File: src/rtl/brush_pkg.sv
// Shared types and constants for the brush position conditioner and its
// downstream frame_buffer (palette codes, off-canvas park position).
package brush_pkg;

    typedef enum logic [1:0] {
        ST_IDLE    = 2'd0,
        ST_ACQUIRE = 2'd1,
        ST_TRACK   = 2'd2,
        ST_COAST   = 2'd3
    } brush_state_e;

    localparam logic [9:0] PARK_X = 10'h3FF;
    localparam logic [8:0] PARK_Y = 9'h1FF;

    localparam logic [3:0] COL_BLACK  = 4'd0;
    localparam logic [3:0] COL_WHITE  = 4'd1;
    localparam logic [3:0] COL_RED    = 4'd2;
    localparam logic [3:0] COL_GREEN  = 4'd3;
    localparam logic [3:0] COL_BLUE   = 4'd4;
    localparam logic [3:0] COL_YELLOW = 4'd5;
    localparam logic [3:0] COL_CYAN   = 4'd6;
    localparam logic [3:0] COL_PURPLE = 4'd7;

    localparam logic [2:0] SW_RESET = 3'd0;

endpackage

File: src/rtl/pos_avg_axis.sv
// One coordinate axis: moving-average history with running sum, preload on
// track start, and an |sample - ref| <= JUMP_MAX qualifier.
module pos_avg_axis #(
    parameter int W        = 10,
    parameter int AVG_LOG2 = 2,
    parameter int JUMP_MAX = 64
) (
    input  logic         clk_i,
    input  logic         rst_n_i,
    input  logic [W-1:0] sample_i,
    input  logic [W-1:0] ref_i,
    input  logic         preload_i,
    input  logic         update_i,
    output logic [W-1:0] avg_o,
    output logic         near_o
);

    localparam int DEPTH = 1 << AVG_LOG2;
    localparam int SW    = W + AVG_LOG2;
    localparam logic [W:0] JMAX = (W+1)'(JUMP_MAX);

    // One extra bit keeps the difference exact for any pair of coordinates.
    function automatic logic [W:0] abs_diff(input logic [W-1:0] a, input logic [W-1:0] b);
        logic signed [W:0] d;
        d = $signed({1'b0, a}) - $signed({1'b0, b});
        return d[W] ? $unsigned(-d) : $unsigned(d);
    endfunction

    logic [W-1:0]  hist_q [DEPTH];
    logic [SW-1:0] sum_q;

    assign avg_o  = sum_q[SW-1:AVG_LOG2];
    assign near_o = (abs_diff(sample_i, ref_i) <= JMAX);

    always_ff @(posedge clk_i or negedge rst_n_i) begin
        if (!rst_n_i) begin
            for (int i = 0; i < DEPTH; i++) hist_q[i] <= '0;
            sum_q <= '0;
        end else if (preload_i) begin
            for (int i = 0; i < DEPTH; i++) hist_q[i] <= sample_i;
            sum_q <= SW'(sample_i) << AVG_LOG2;
        end else if (update_i) begin
            for (int i = DEPTH - 1; i > 0; i--) hist_q[i] <= hist_q[i-1];
            hist_q[0] <= sample_i;
            sum_q     <= sum_q + SW'(sample_i) - SW'(hist_q[DEPTH-1]);
        end
    end

endmodule

File: src/rtl/brush_tracker.sv
// Per-frame brush position conditioner feeding frame_buffer: capture, acquire/
// lost hysteresis, jump rejection and moving average; parks off-canvas when up.
module brush_tracker
    import brush_pkg::*;
#(
    parameter int H_ACTIVE    = 640,
    parameter int V_ACTIVE    = 360,
    parameter int AVG_LOG2    = 2,
    parameter int ACQ_FRAMES  = 3,
    parameter int LOST_FRAMES = 4,
    parameter int JUMP_MAX    = 64
) (
    input  logic       pixel_clk_in,
    input  logic       rst_n_in,
    input  logic       nf_in,
    input  logic       det_valid_in,
    input  logic       det_found_in,
    input  logic [9:0] det_x_in,
    input  logic [8:0] det_y_in,
    input  logic [3:0] color_in,
    input  logic [2:0] sw_in,
    output logic [9:0] x_out,
    output logic [8:0] y_out,
    output logic [3:0] color_out,
    output logic [2:0] sw_out,
    output logic       pen_down_out
);

    localparam logic [9:0] H_LIM  = 10'(H_ACTIVE);
    localparam logic [8:0] V_LIM  = 9'(V_ACTIVE);
    localparam logic [7:0] ACQ_N  = 8'(ACQ_FRAMES);
    localparam logic [7:0] LOST_N = 8'(LOST_FRAMES);

    logic         pend_found_q;
    logic [9:0]   pend_x_q;
    logic [8:0]   pend_y_q;
    logic         det_ok;

    brush_state_e state_q, state_d;
    logic [7:0]   acq_q, acq_d;
    logic [7:0]   miss_q, miss_d;
    logic [9:0]   prev_x_q, prev_x_d;
    logic [8:0]   prev_y_q, prev_y_d;
    logic         preload, update;

    logic [9:0]   avg_x, ref_x;
    logic [8:0]   avg_y, ref_y;
    logic         near_x, near_y, good;

    logic         commit_p1_q;
    logic [3:0]   col_p1_q;
    logic [2:0]   sw_p1_q;

    logic [9:0]   x_q;
    logic [8:0]   y_q;
    logic [3:0]   col_q;
    logic [2:0]   sw_q;
    logic         pen_q;

    assign det_ok = det_found_in && (det_x_in < H_LIM) && (det_y_in < V_LIM);

    // A detection arriving with nf_in belongs to the next frame, so it wins over the clear.
    always_ff @(posedge pixel_clk_in or negedge rst_n_in) begin
        if (!rst_n_in) begin
            pend_found_q <= 1'b0;
            pend_x_q     <= '0;
            pend_y_q     <= '0;
        end else if (det_valid_in) begin
            pend_found_q <= det_ok;
            pend_x_q     <= det_x_in;
            pend_y_q     <= det_y_in;
        end else if (nf_in) begin
            pend_found_q <= 1'b0;
        end
    end

    assign ref_x = (state_q == ST_ACQUIRE) ? prev_x_q : avg_x;
    assign ref_y = (state_q == ST_ACQUIRE) ? prev_y_q : avg_y;
    assign good  = pend_found_q && ((state_q == ST_IDLE) || (near_x && near_y));

    pos_avg_axis #(.W(10), .AVG_LOG2(AVG_LOG2), .JUMP_MAX(JUMP_MAX)) u_axis_x (
        .clk_i     (pixel_clk_in),
        .rst_n_i   (rst_n_in),
        .sample_i  (pend_x_q),
        .ref_i     (ref_x),
        .preload_i (preload),
        .update_i  (update),
        .avg_o     (avg_x),
        .near_o    (near_x)
    );

    pos_avg_axis #(.W(9), .AVG_LOG2(AVG_LOG2), .JUMP_MAX(JUMP_MAX)) u_axis_y (
        .clk_i     (pixel_clk_in),
        .rst_n_i   (rst_n_in),
        .sample_i  (pend_y_q),
        .ref_i     (ref_y),
        .preload_i (preload),
        .update_i  (update),
        .avg_o     (avg_y),
        .near_o    (near_y)
    );

    always_comb begin
        state_d  = state_q;
        acq_d    = acq_q;
        miss_d   = miss_q;
        prev_x_d = prev_x_q;
        prev_y_d = prev_y_q;
        preload  = 1'b0;
        update   = 1'b0;
        if (nf_in) begin
            unique case (state_q)
                ST_IDLE: begin
                    if (good) begin
                        prev_x_d = pend_x_q;
                        prev_y_d = pend_y_q;
                        if (ACQ_N == 8'd1) begin
                            state_d = ST_TRACK;
                            preload = 1'b1;
                            acq_d   = '0;
                        end else begin
                            state_d = ST_ACQUIRE;
                            acq_d   = 8'd1;
                        end
                    end
                end
                ST_ACQUIRE: begin
                    prev_x_d = pend_x_q;
                    prev_y_d = pend_y_q;
                    if (good) begin
                        if (acq_q + 8'd1 == ACQ_N) begin
                            state_d = ST_TRACK;
                            preload = 1'b1;
                            acq_d   = '0;
                        end else begin
                            acq_d = acq_q + 8'd1;
                        end
                    end else if (pend_found_q) begin
                        acq_d = 8'd1;
                    end else begin
                        state_d = ST_IDLE;
                        acq_d   = '0;
                    end
                end
                ST_TRACK: begin
                    if (good) begin
                        update = 1'b1;
                    end else if (LOST_N == 8'd1) begin
                        state_d = ST_IDLE;
                        miss_d  = '0;
                    end else begin
                        state_d = ST_COAST;
                        miss_d  = 8'd1;
                    end
                end
                ST_COAST: begin
                    if (good) begin
                        state_d = ST_TRACK;
                        miss_d  = '0;
                        update  = 1'b1;
                    end else if (miss_q + 8'd1 == LOST_N) begin
                        state_d = ST_IDLE;
                        miss_d  = '0;
                    end else begin
                        miss_d = miss_q + 8'd1;
                    end
                end
                default: state_d = ST_IDLE;
            endcase
        end
    end

    // Stage 1: commit the frame's sample into FSM, counters and history.
    always_ff @(posedge pixel_clk_in or negedge rst_n_in) begin
        if (!rst_n_in) begin
            state_q     <= ST_IDLE;
            acq_q       <= '0;
            miss_q      <= '0;
            prev_x_q    <= '0;
            prev_y_q    <= '0;
            commit_p1_q <= 1'b0;
            col_p1_q    <= COL_BLACK;
            sw_p1_q     <= SW_RESET;
        end else begin
            state_q     <= state_d;
            acq_q       <= acq_d;
            miss_q      <= miss_d;
            prev_x_q    <= prev_x_d;
            prev_y_q    <= prev_y_d;
            commit_p1_q <= nf_in;
            if (nf_in) begin
                col_p1_q <= color_in;
                sw_p1_q  <= sw_in;
            end
        end
    end

    // Stage 2: all outputs move together and then hold for the rest of the frame.
    always_ff @(posedge pixel_clk_in or negedge rst_n_in) begin
        if (!rst_n_in) begin
            x_q   <= PARK_X;
            y_q   <= PARK_Y;
            col_q <= COL_BLACK;
            sw_q  <= SW_RESET;
            pen_q <= 1'b0;
        end else if (commit_p1_q) begin
            if ((state_q == ST_TRACK) || (state_q == ST_COAST)) begin
                pen_q <= 1'b1;
                x_q   <= avg_x;
                y_q   <= avg_y;
            end else begin
                pen_q <= 1'b0;
                x_q   <= PARK_X;
                y_q   <= PARK_Y;
            end
            col_q <= col_p1_q;
            sw_q  <= sw_p1_q;
        end
    end

    assign x_out        = x_q;
    assign y_out        = y_q;
    assign color_out    = col_q;
    assign sw_out       = sw_q;
    assign pen_down_out = pen_q;

endmodule
File: config.mk
export PLATFORM = sky130hd
export DESIGN_NAME = brush_tracker
export DESIGN_NICKNAME = d
export VERILOG_FILES = /design/src/rtl/brush_pkg.sv /design/src/rtl/pos_avg_axis.sv /design/src/rtl/brush_tracker.sv
export SDC_FILE = /design/constraint.sdc
export NUM_CORES = 1
export LEC_CHECK = 0
export CAP_MARGIN = 20
export CORE_MARGIN = 2
export CORE_UTILIZATION = 25
export DETAILED_ROUTE_END_ITERATION = 12
export PLACE_DENSITY_LB_ADDON = 0.15
export SYNTH_ARGS = -nofsm -noshare
export SYNTH_HDL_FRONTEND = slang
export SYNTH_SLANG_ARGS = --single-unit
File: constraint.sdc
create_clock -name pixel_clk_in -period 13.4 [get_ports pixel_clk_in]
set_clock_uncertainty 0.1 [all_clocks]
set_input_delay 4.02 -clock pixel_clk_in [delete_from_list [all_inputs] [get_ports pixel_clk_in]]
set_output_delay 4.02 -clock pixel_clk_in [all_outputs]
set_load 0.03 [all_outputs]
==> metrics.md <==
| Metric | Value |
|---|---|
| Share of cells above drive strength 1 | `0.0803` |
| Hold Startpoint | `prev_x_q[1]` |
| IO Port Bufs | `57` |
| Row count | `76` |
| Tot Pwr | `1500 uW` |
| GRT Resource Usage Total | `0.142` |
| Total congestion overflow | `0` |
| Die W | `212 um` |
| Setup CP Type | `input port to register` |
| Num ports | `58` |
| CTS tree | `built` |
| Post-Synthesis Cells | `1124` |
| CP arrival | `7.64 ns` |
| Pleak | `0.00526 uW` |
| First-pass GRT wire length | `49.2 mm` |
| Clock sinks | `191` |
| Post-DP Area | `12000 sq um` |
| Crit path launch type | `input port` |
| CP Launch Point | `nf_in` |
| Worst Path Max Fanout | `53` |
| Syn Area/Cell | `9.66 sq um` |
| CP required | `13.65 ns` |
| DRT Pass-1 Iters | `5` |
| Status | `completed` |
| Depth of the worst hold-timing path | `2` |
| Fin area | `12600 sq um` |
| Post-route ant nets | `0` |
| Hold WC Path Type | `register to register` |
| Core Footprint | `43000 sq um` |
| Total Wirelength | `30.6 mm` |
| Synthesized area | `10900 sq um` |
| #FFs+latches synth | `191` |
| Hold slack | `0.382 ns` |
| Routed WL per cell | `17.5 um` |
| Max Fclk | `135 MHz` |
| Final slew viol count | `0` |
| GPL Wtd Cong | `0.780` |
| Vias/cell | `4.77` |
| Number of synthesized flops with an enable pin | `0` |
| Starting DRC count in detailed routing | `461` |
| Peak supply drop | `58.5 uV` |
| Worst Max-Slew Pin Slew | `0.925 ns` |
| Largest net degree at the start of global routing | `79` |
| Reg2reg path depth | `15` |
| DP HPWL | `20.5 mm` |
| Final Cycle Share | `0.551` |
| Final setup violation count | `0` |
| Period minus WS final | `7.38 ns` |
| Clock latency on the worst-skew pair | `0.47 ns` |
| RSZ-0062 raised after global routing | `false` |
| Sequential area share after synthesis | `0.442` |
| Top FF cell, synth | `dfrtp_1` |
| Initial antenna violation count | `0` |
| Nets | `1243` |
| Mapped Nets | `1222` |
| CTS-repair resized insts | `0` |
| ANT cells | `0` |
| Ys async rst share | `1.00` |
| Distinct cells, synth | `69` |
| TritonCTS Buffers | `17` |
| Initial Util | `0.253` |
| Vias | `8318` |
| Area growth, synth to finish | `15.7%` |
| Max cap viols | `0` |
| Clock Tree Root | `clkbuf_16` |
| Clk slew on worst S/H paths | `0.07 ns` |
| Drc violations | `0` |
| H-tree levels | `4` |
| Slew HR | `0.384` |
| Synthesis Warnings | `0` |
| Vias in the first global route | `8411` |
| Final TNS setup | `0 ns` |
| Crit path capture type | `register` |
| Launching point of the worst reg2reg path | `state_q[0]` |
| Hold_buf cts | `0` |
| Final Util | `0.292` |
| Hold Fails Final Rpt | `0` |
| PD cells | `120 nW/um^2` |
| Die Area | `45100 sq um` |
| Die H | `212 um` |
| Clock Tree Buf Depth | `2` |
| Post-CTS Setup Inserts | `0` |
state kept, by name, summed over array words and instances, names as in the netlist, named ones only:
| name | flops |
|---|---|
| u_axis_x.hist_q | 40 |
| u_axis_y.hist_q | 36 |
| u_axis_x.sum_q | 12 |
| u_axis_y.sum_q | 11 |
| pend_x_q | 10 |
| prev_x_q | 10 |
| x_out | 10 |
| pend_y_q | 9 |
| prev_y_q | 9 |
| y_out | 9 |
| acq_q | 8 |
| miss_q | 8 |
| col_p1_q | 4 |
| color_out | 4 |
| sw_out | 3 |
| sw_p1_q | 3 |
| commit_p1_q | 1 |
| pen_down_out | 1 |
| pend_found_q | 1 |
| state_q | 1 |
path summary, 6_finish.rpt:
path                                            to  slack (ns)
min in group asynchronous       u_axis_y.hist_q[3]        3.47
worst max-delay path             u_axis_x.sum_q[0]        6.02
worst min register to register         prev_x_q[1]        0.38
worst min-delay path                   prev_x_q[1]        0.38
max in group asynchronous                 acq_q[2]        7.74
worst max register to register   u_axis_y.sum_q[0]        7.23
per-stage QoR:
stage | setup slack (ns) | std cells
5_1_grt | 5.85 | 1743
3_3_place_gp | 5.53 | 1711
2_1_floorplan | 7.12 | 1124
4_1_cts | 6.00 | 1743
6_report | 6.02 | 1743
3_5_place_dp | 5.50 | 1711
final cells by class:
type | instances | area, sq um
sequential | 191 | 4800
inverter | 100 | 375
clock buffer | 20 | 437
timing repair buffer | 68 | 652
fill | 4616 | 30400
multi-input combinational | 767 | 5400
tap | 585 | 732
clock inverter | 12 | 158
routing by layer:
metal	share of wire	GRT usage	routed length, um
met2	0.46	0.223	14000
met3	0.025	0.0258	771
met5	0	0	0
met1	0.51	0.201	15400
met4	0.013	0.0369	403
worst max-delay path, stage by stage:
cell	delay, ns
clkdlybuf4s50_1	0.85
inv_1	0.17
or2_2	0.40
nor4_2	0.29
buf_4	0.31
nor2_2	0.04
buf_4	0.27
or2_4	0.50
buf_4	0.40
a22o_1	0.31
cell usage in the layout (no fill, tap or decap), types with 13 or more instances in the layout:
| cell type | synthesis | routed |
|---|---|---|
| fa_1 | 21 | 21 |
| dfrtp_1 | 172 | 171 |
| nand2_1 | 76 | 76 |
| a21o_1 | 16 | 16 |
| ha_1 | 46 | 46 |
| mux2_2 | 19 | 19 |
| mux2i_1 | 19 | 19 |
| a31oi_1 | 25 | 25 |
| xnor2_1 | 23 | 23 |
| o21ai_0 | 93 | 93 |
| a21oi_1 | 110 | 110 |
| and2_1 | 21 | 20 |
| nor3_1 | 15 | 15 |
| dfstp_2 | 19 | 19 |
| clkbuf_16 | 0 | 17 |
| nand3_1 | 17 | 17 |
| o2bb2ai_1 | 79 | 79 |
| nor2_1 | 49 | 48 |
| clkdlybuf4s50_1 | 0 | 55 |
| inv_1 | 100 | 100 |
| o21ai_1 | 13 | 13 |
cell families after synthesis:
group | Yosys count | synth area share
compound gates | 404 | 0.240
xor+xnor | 33 | 0.0266
buf+inv | 166 | 0.0616
simple gates | 225 | 0.100
fa+ha+maj | 67 | 0.0917
mux | 38 | 0.0372
flops | 191 | 0.442
cell usage after synthesis (all sizes together) (4+ instances only):
cell type	n	area share
o2bb2ai	79	0.064
nor4	5	0.0029
inv	100	0.035
dfstp	19	0.046
xor2	10	0.0081
a21oi	110	0.051
nand3	17	0.0078
o21ai	106	0.049
or4	4	0.0028
a211oi	13	0.0094
and2	21	0.012
a22o	4	0.0032
mux2i	19	0.018
nor2	49	0.017
buf	19	0.011
and3	10	0.0058
o21a	5	0.0035
ha	46	0.053
clkbuf	47	0.016
fa	21	0.039
nand2b	9	0.0052
nand2	76	0.026
a31oi	25	0.014
o21bai	7	0.0048
dfrtp	172	0.40
mux2	19	0.020
a21o	16	0.011
o22ai	8	0.0052
or2	4	0.0023
nor3	15	0.0069
xnor2	23	0.019
report_power, final:
part	switching [uW]	internal, uW
combinational	188	129
clock	247	296
sequential	29.1	615
(Power assumes the default switching activity.)
